===== config.mk =====
export PLATFORM = sky130hd
export DESIGN_NAME = fmap_out_packer_flat
export DESIGN_NICKNAME = d
export VERILOG_FILES = /design/src/rtl/fmap_out_packer_if.sv /design/src/rtl/fmap_out_packer.sv /design/src/flat_wrapper.sv
export SDC_FILE = /design/constraint.sdc
export NUM_CORES = 2
export LEC_CHECK = 0
export CELL_PAD_IN_SITES_DETAIL_PLACEMENT = 0
export CELL_PAD_IN_SITES_GLOBAL_PLACEMENT = 2
export CORE_UTILIZATION = 44
export DETAILED_ROUTE_END_ITERATION = 8
export GPL_ROUTABILITY_DRIVEN = 1
export PLACE_DENSITY = 0.92
export SYNTH_ARGS = -nofsm -noshare
export SYNTH_HDL_FRONTEND = slang
export SYNTH_SLANG_ARGS = --single-unit

===== constraint.sdc =====
create_clock -name clk -period 26.2 [get_ports clk]
set_input_delay 6.55 -clock clk [delete_from_list [all_inputs] [get_ports clk]]
set_output_delay 6.55 -clock clk [all_outputs]
set_load 0.01 [all_outputs]

===== src/rtl/fmap_out_packer_if.sv =====
// Handshake bundle between the PE bit stream, the packer and the next-layer consumer.
// slave is the packer side; master is whatever drives the PE bits and consumes words.
interface fmap_out_packer_if #(
  parameter int W = 512
);
  logic         pe_valid;
  logic         pe_bit;
  logic         pe_stall;
  logic [W-1:0] out_data;
  logic         out_valid;
  logic         out_ready;
  logic         out_last;
  logic         frame_done;
  logic         err_overrun;

  modport slave (
    input  pe_valid, pe_bit, out_ready,
    output pe_stall, out_data, out_valid, out_last, frame_done, err_overrun
  );

  modport master (
    output pe_valid, pe_bit, out_ready,
    input  pe_stall, out_data, out_valid, out_last, frame_done, err_overrun
  );
endinterface


===== src/rtl/fmap_out_packer.sv =====
// Packs serial PE output bits into W-bit fmap words, tags the frame's last pixel and
// queues the words in a small show-ahead FIFO feeding a valid/ready port.
module fmap_out_packer #(
  parameter int FD         = 512,
  parameter int N_PE       = 1,
  parameter int FIFO_DEPTH = 2,
  parameter int FMAP_W     = 32,
  parameter int FMAP_H     = 32
) (
  input logic              clk,
  input logic              rst,
  fmap_out_packer_if.slave io
);
  localparam int W  = FD / N_PE;
  localparam int CW = (W > 1) ? $clog2(W) : 1;
  localparam int PW = $clog2(FIFO_DEPTH);
  localparam int NW = $clog2(FIFO_DEPTH + 1);
  localparam int XW = (FMAP_W > 1) ? $clog2(FMAP_W) : 1;
  localparam int YW = (FMAP_H > 1) ? $clog2(FMAP_H) : 1;

  typedef struct packed {
    logic         last;
    logic [W-1:0] data;
  } word_t;

  logic [W-1:0]  shreg;
  logic [W-1:0]  shreg_nxt;
  logic [CW-1:0] bitcnt;
  logic [XW-1:0] col;
  logic [YW-1:0] row;
  word_t         mem [FIFO_DEPTH];
  logic [PW-1:0] wr_ptr, rd_ptr;
  logic [NW-1:0] count;
  logic          accept, push, pop, tag_last;

  function automatic logic [PW-1:0] ptr_inc(input logic [PW-1:0] p);
    return (p == PW'(FIFO_DEPTH - 1)) ? '0 : p + 1'b1;
  endfunction

  // Stall depends only on the registered count, so out_ready never reaches pe_stall.
  assign io.pe_stall  = (count == NW'(FIFO_DEPTH));
  assign io.out_valid = (count != '0);
  assign io.out_data  = mem[rd_ptr].data;
  assign io.out_last  = mem[rd_ptr].last;

  assign accept    = io.pe_valid & ~io.pe_stall;
  assign push      = accept && (bitcnt == CW'(W - 1));
  assign pop       = io.out_valid & io.out_ready;
  assign shreg_nxt = {io.pe_bit, shreg[W-1:1]};
  assign tag_last  = (col == XW'(FMAP_W - 1)) && (row == YW'(FMAP_H - 1));

  always_ff @(posedge clk) begin
    if (!rst) begin
      shreg          <= '0;
      bitcnt         <= '0;
      col            <= '0;
      row            <= '0;
      wr_ptr         <= '0;
      rd_ptr         <= '0;
      count          <= '0;
      io.err_overrun <= 1'b0;
      io.frame_done  <= 1'b0;
    end else begin
      if (accept) begin
        shreg  <= shreg_nxt;
        bitcnt <= push ? '0 : bitcnt + 1'b1;
      end
      if (push) begin
        wr_ptr <= ptr_inc(wr_ptr);
        if (tag_last) begin
          col <= '0;
          row <= '0;
        end else if (col == XW'(FMAP_W - 1)) begin
          col <= '0;
          row <= row + 1'b1;
        end else begin
          col <= col + 1'b1;
        end
      end
      if (pop) rd_ptr <= ptr_inc(rd_ptr);
      case ({push, pop})
        2'b10:   count <= count + 1'b1;
        2'b01:   count <= count - 1'b1;
        default: count <= count;
      endcase
      // A bit offered while stalled is lost; flag it until the next reset.
      if (io.pe_valid && io.pe_stall) io.err_overrun <= 1'b1;
      io.frame_done <= pop & io.out_last;
    end
  end

  // Storage needs no reset: count gates everything read from it.
  always_ff @(posedge clk) begin
    if (push) mem[wr_ptr] <= '{last: tag_last, data: shreg_nxt};
  end
endmodule


===== src/flat_wrapper.sv =====
// flat-port wrapper written by rule: the top's interface ports become plain ports
module fmap_out_packer_flat 
#(
  parameter int FD         = 512,
  parameter int N_PE       = 1,
  parameter int FIFO_DEPTH = 2,
  parameter int FMAP_W     = 32,
  parameter int FMAP_H     = 32
)
  (clk, rst, io_pe_valid, io_pe_bit, io_out_ready, io_pe_stall, io_out_data, io_out_valid, io_out_last, io_frame_done, io_err_overrun);
  fmap_out_packer_if #(.W((FD / N_PE))) io_i ();
  input logic clk;
  input logic rst;
  input wire logic [$bits(io_i.pe_valid)-1:0] io_pe_valid;
  input wire logic [$bits(io_i.pe_bit)-1:0] io_pe_bit;
  input wire logic [$bits(io_i.out_ready)-1:0] io_out_ready;
  output wire logic [$bits(io_i.pe_stall)-1:0] io_pe_stall;
  output wire logic [$bits(io_i.out_data)-1:0] io_out_data;
  output wire logic [$bits(io_i.out_valid)-1:0] io_out_valid;
  output wire logic [$bits(io_i.out_last)-1:0] io_out_last;
  output wire logic [$bits(io_i.frame_done)-1:0] io_frame_done;
  output wire logic [$bits(io_i.err_overrun)-1:0] io_err_overrun;
  assign io_i.pe_valid = io_pe_valid;
  assign io_i.pe_bit = io_pe_bit;
  assign io_i.out_ready = io_out_ready;
  assign io_pe_stall = io_i.pe_stall;
  assign io_out_data = io_i.out_data;
  assign io_out_valid = io_i.out_valid;
  assign io_out_last = io_i.out_last;
  assign io_frame_done = io_i.frame_done;
  assign io_err_overrun = io_i.err_overrun;
  fmap_out_packer #(.FD(FD), .N_PE(N_PE), .FIFO_DEPTH(FIFO_DEPTH), .FMAP_W(FMAP_W), .FMAP_H(FMAP_H)) u_core (.clk(clk), .rst(rst), .io(io_i));
endmodule

==> impl_metrics.ini <==
[clocking]
cts_buffers = 157
postCtsHoldBufs = 0
cts_root_buf = clkbuf_16
clk_path_buf_depth = 3
clock_sinks = 1563
clk-insertion-delay-late_ps = 770
path_clk_slew_ps = 60
h-tree-depth = 4
cts_setup_buffers = 0
cts_resized = 0
cts_tree = yes

[cells_and_area]
diodes = 0
postLayoutCoreUtil_pct = 53.6
synthToLayoutAreaGrowth_pct = 20.1
drive_gt1_share_pct = 17.2
layout.nets = 4464
n_fill_cell = 10436

[global_route]
grt_pass1_vias = 33321
grt_antenna_before_repair = 0
grtUsageMet1_pct = 24.8
use_met3_pct = 5.38
grt.busiest_layer = met2
overflow = 0
grt_max_degree = 177
grt_util_met2_pct = 32.2
grt_pass1_wl_um = 201000
globalRouteTotalUtil_pct = 19.6

[place]
gp_congestion = 0.773
pre_cts_ws_ps = 13760
portBuffers = 521
dpl.hpwl_um = 76400

[routing]
route.antenna.remaining_nets = 0
vias_per_cell = 5.48
dr.pass1.iters = 5
vias = 34581
drc = 0
wl_per_cell_um = 21.0
wl_um = 133000
first_iter_violations = 3148

[worst_setup_path]
cp_common_cell = buf_4
cp_top_family = buffers and inverters
endpoint_kind = output port
crit_path_max_fanout = 85
crit_path_top_delay_cell = buf_4
crit_path_end = io_out_data[373]
r2r-end = u_core.mem[1][381]$_DFFE_PP_
critPathKind = flip-flop to output port
r2r_start = u_core.bitcnt[0]$_SDFFE_PN0P_
crit_arrival_ps = 6050
reg2reg_slack_ps = 20170
crit_chain = buf_4 > buf_4 > buf_4 > buf_4 > mux2_2 > clkdlybuf4s50_1
required_ps = 19650
crit_path_start_kind = flip-flop
crit_buf_inv = 5
ff2ff_path_depth = 10
cp.depth = 6
cpPeakStageDelay_ps = 970

[synthesis]
synth_top_family_by_area = multiplexers
synthAdderAreaFrac_pct = 0.153
syn-cell-area_mm2 = 0.0572
synthCells = 4078
synth_edf_count = 1026
ys_seq_area_share_pct = 72.7
synth-xor-area-share_pct = 0.0460
synth_area_leaders = edfxtp_1 54%, dfxtp_1 19%, mux2_2 10%
muxShareOfSynthArea_pct = 10.2
yosysTopAreaCellShare_pct = 53.9
yosysTopAreaCell = edfxtp_1
synth_area_per_cell_um2 = 14.0
synth_cell_type_count = 37
async_reset_ff_share_pct = 0
synth_top_flop_cell = edfxtp_1
syn_nets = 4090
synth-seq-cells = 1563
synth-simple-area-share_pct = 4.95
synth_compound_area_share_pct = 9.47
ys_warn_count = 0

[outcome]
status = finished, final reports clean

[run]
maxCapViolations = 0

[timing]
hold_viol_final = 0
fin_ws_ps = 13600
worst_slew_pin_slew_ps = 1160
setup_viol = 0
min_period_over_period_pct = 48.1
rsz0062_at_grt = no
slew_headroom_pct = 22.5
fin_tns_setup_ps = 0
clock.fmax_mhz = 79.4
finClkSkew_ps = 23.5
layout_min_cycle_time_ps = 12600
slew_violations = 0

[worst_hold_path]
hp-class = flip-flop to flip-flop
hold-path-cell-count = 0

[floorplan]
num_rows = 131
initial_core_util_pct = 44.6
die_h_um = 362
core_area_mm2 = 0.128
dieArea_mm2 = 0.131
io_pins = 522
die_w_um = 362

[pwr]
p_leak_nw = 24.4
p_per_area_mw_per_mm2 = 70.7
peakVddDrop_mv = 0.0605
-- cell usage after synthesis (6+ instances only) --
library cell	n
mux2_2	513
clkbuf_1	268
nand4_1	6
edfxtp_1	1026
buf_1	17
o31ai_1	6
ha_1	7
buf_2	64
nand3_1	519
nor2_1	6
a21oi_1	526
o21ai_0	523
dfxtp_1	537
-- how the worst min path moves through the flow --
stage | startpoint | to
2_1_floorplan | u_core.shreg[1]$_SDFFE_PN0P_ | u_core.mem[0][0]$_DFFE_PP_
3_3_place_gp | u_core.shreg[1]$_SDFFE_PN0P_ | u_core.mem[0][0]$_DFFE_PP_
3_5_place_dp | u_core.shreg[1]$_SDFFE_PN0P_ | u_core.mem[1][0]$_DFFE_PP_
4_1_cts | u_core.shreg[507]$_SDFFE_PN0P_ | u_core.mem[1][506]$_DFFE_PP_
5_1_grt | u_core.shreg[1]$_SDFFE_PN0P_ | u_core.mem[0][0]$_DFFE_PP_
6_report | u_core.shreg[507]$_SDFFE_PN0P_ | u_core.mem[1][506]$_DFFE_PP_
-- state kept, by name, indices dropped and copies added, names as in the netlist, named ones only --
signal	count
u_core.wr_ptr	1
u_core.bitcnt	9
u_core.count	2
u_core.col	5
u_core.rd_ptr	1
u_core.shreg	511
u_core.mem	1026
u_core.row	5
u_core.io.frame_done	1
u_core.io.err_overrun	1
-- report_power, final --
part	internal [mW]	switching, mW	leakage, nW
Clock	1.29	0.922	2.50
Combinational	0.00359	0.0418	5.84
Sequential	2.59	0.000487	16.1
Total	3.89	0.964	24.4
-- cells by family (layout without fill, tap and decap cells) --
group,count (synthesis),in the layout
and+or+nand+nor,559,559
AOI/OAI and AO/OA,1070,1070
DFF,1563,1563
muxes,517,517
buffers and inverters,359,864
xor gates and xnor gates,3,3
adders and majority gates,7,7
-- per-stage QoR --
step                hold slack (ps)  cell area (um^2)  power, mW  std cells
global placement                435             63500       2.69       6022
finish                          462             68700       4.85       6312
global route                    474             68700       5.00       6312
floorplan                       419             57200       2.68       4078
detailed placement              453             63500       2.69       6022
CTS                             458             68700       4.90       6312
-- cell type report --
cell class | instances | area, um^2 | area share, %
clock inverters | 60 | 683 | 0.995
repair buffers | 567 | 5570 | 8.10
multi-input cells | 2156 | 14200 | 20.7
flip-flops and latches | 1563 | 41600 | 60.5
clock buffers | 230 | 4450 | 6.47
well taps | 1729 | 2160 | 3.15
inverters | 7 | 56.3 | 0.0820
-- worst reg2reg max path, cell delays in order, from the launching register on --
cell     delay (ps)
dfxtp_1         360
ha_1            210
nand3_1          80
nor2_1          110
ha_1            160
and2_1          430
and3_4          710
buf_4           830
buf_4           860
buf_4           990
buf_4           890
-- per-layer routing --
| metal | part of all wire (%) | routed length [um] |
|---|---|---|
| met2 | 49 | 65300 |
| met5 | 0 | 0 |
| met1 | 41 | 54300 |
| met4 | 3.0 | 4000 |
| met3 | 6.9 | 9100 |
-- placed cells by master (no fill, tap or decap), types with 3 or more instances in the layout --
| master | Yosys | layout |
|---|---|---|
| or3_1 | 3 | 3 |
| clkinv_1 | 0 | 17 |
| a21oi_1 | 526 | 526 |
| dfxtp_1 | 537 | 536 |
| o311ai_0 | 3 | 3 |
| o21ai_0 | 523 | 523 |
| clkdlybuf4s50_1 | 0 | 520 |
| clkbuf_16 | 0 | 159 |
| nor2_1 | 6 | 6 |
| or4_1 | 4 | 4 |
| nand4_1 | 6 | 6 |
| inv_6 | 0 | 4 |
| clkbuf_1 | 268 | 51 |
| clkinv_2 | 0 | 18 |
| mux2i_1 | 4 | 4 |
| a211o_1 | 4 | 4 |
| bufinv_16 | 0 | 11 |
| o31ai_1 | 6 | 6 |
| inv_1 | 4 | 3 |
| inv_8 | 0 | 4 |
| nor4_1 | 4 | 4 |
| nand3_1 | 519 | 519 |
| ha_1 | 7 | 7 |
| inv_16 | 0 | 3 |
| o211ai_1 | 4 | 4 |
| nand2_1 | 4 | 4 |
| edfxtp_1 | 1026 | 1026 |
| and3_1 | 4 | 3 |
| clkbuf_8 | 0 | 20 |
| mux2_2 | 513 | 513 |
| clkinv_8 | 0 | 3 |
| buf_4 | 2 | 46 |
No activity file was read; power rests on OpenSTA's default activity.
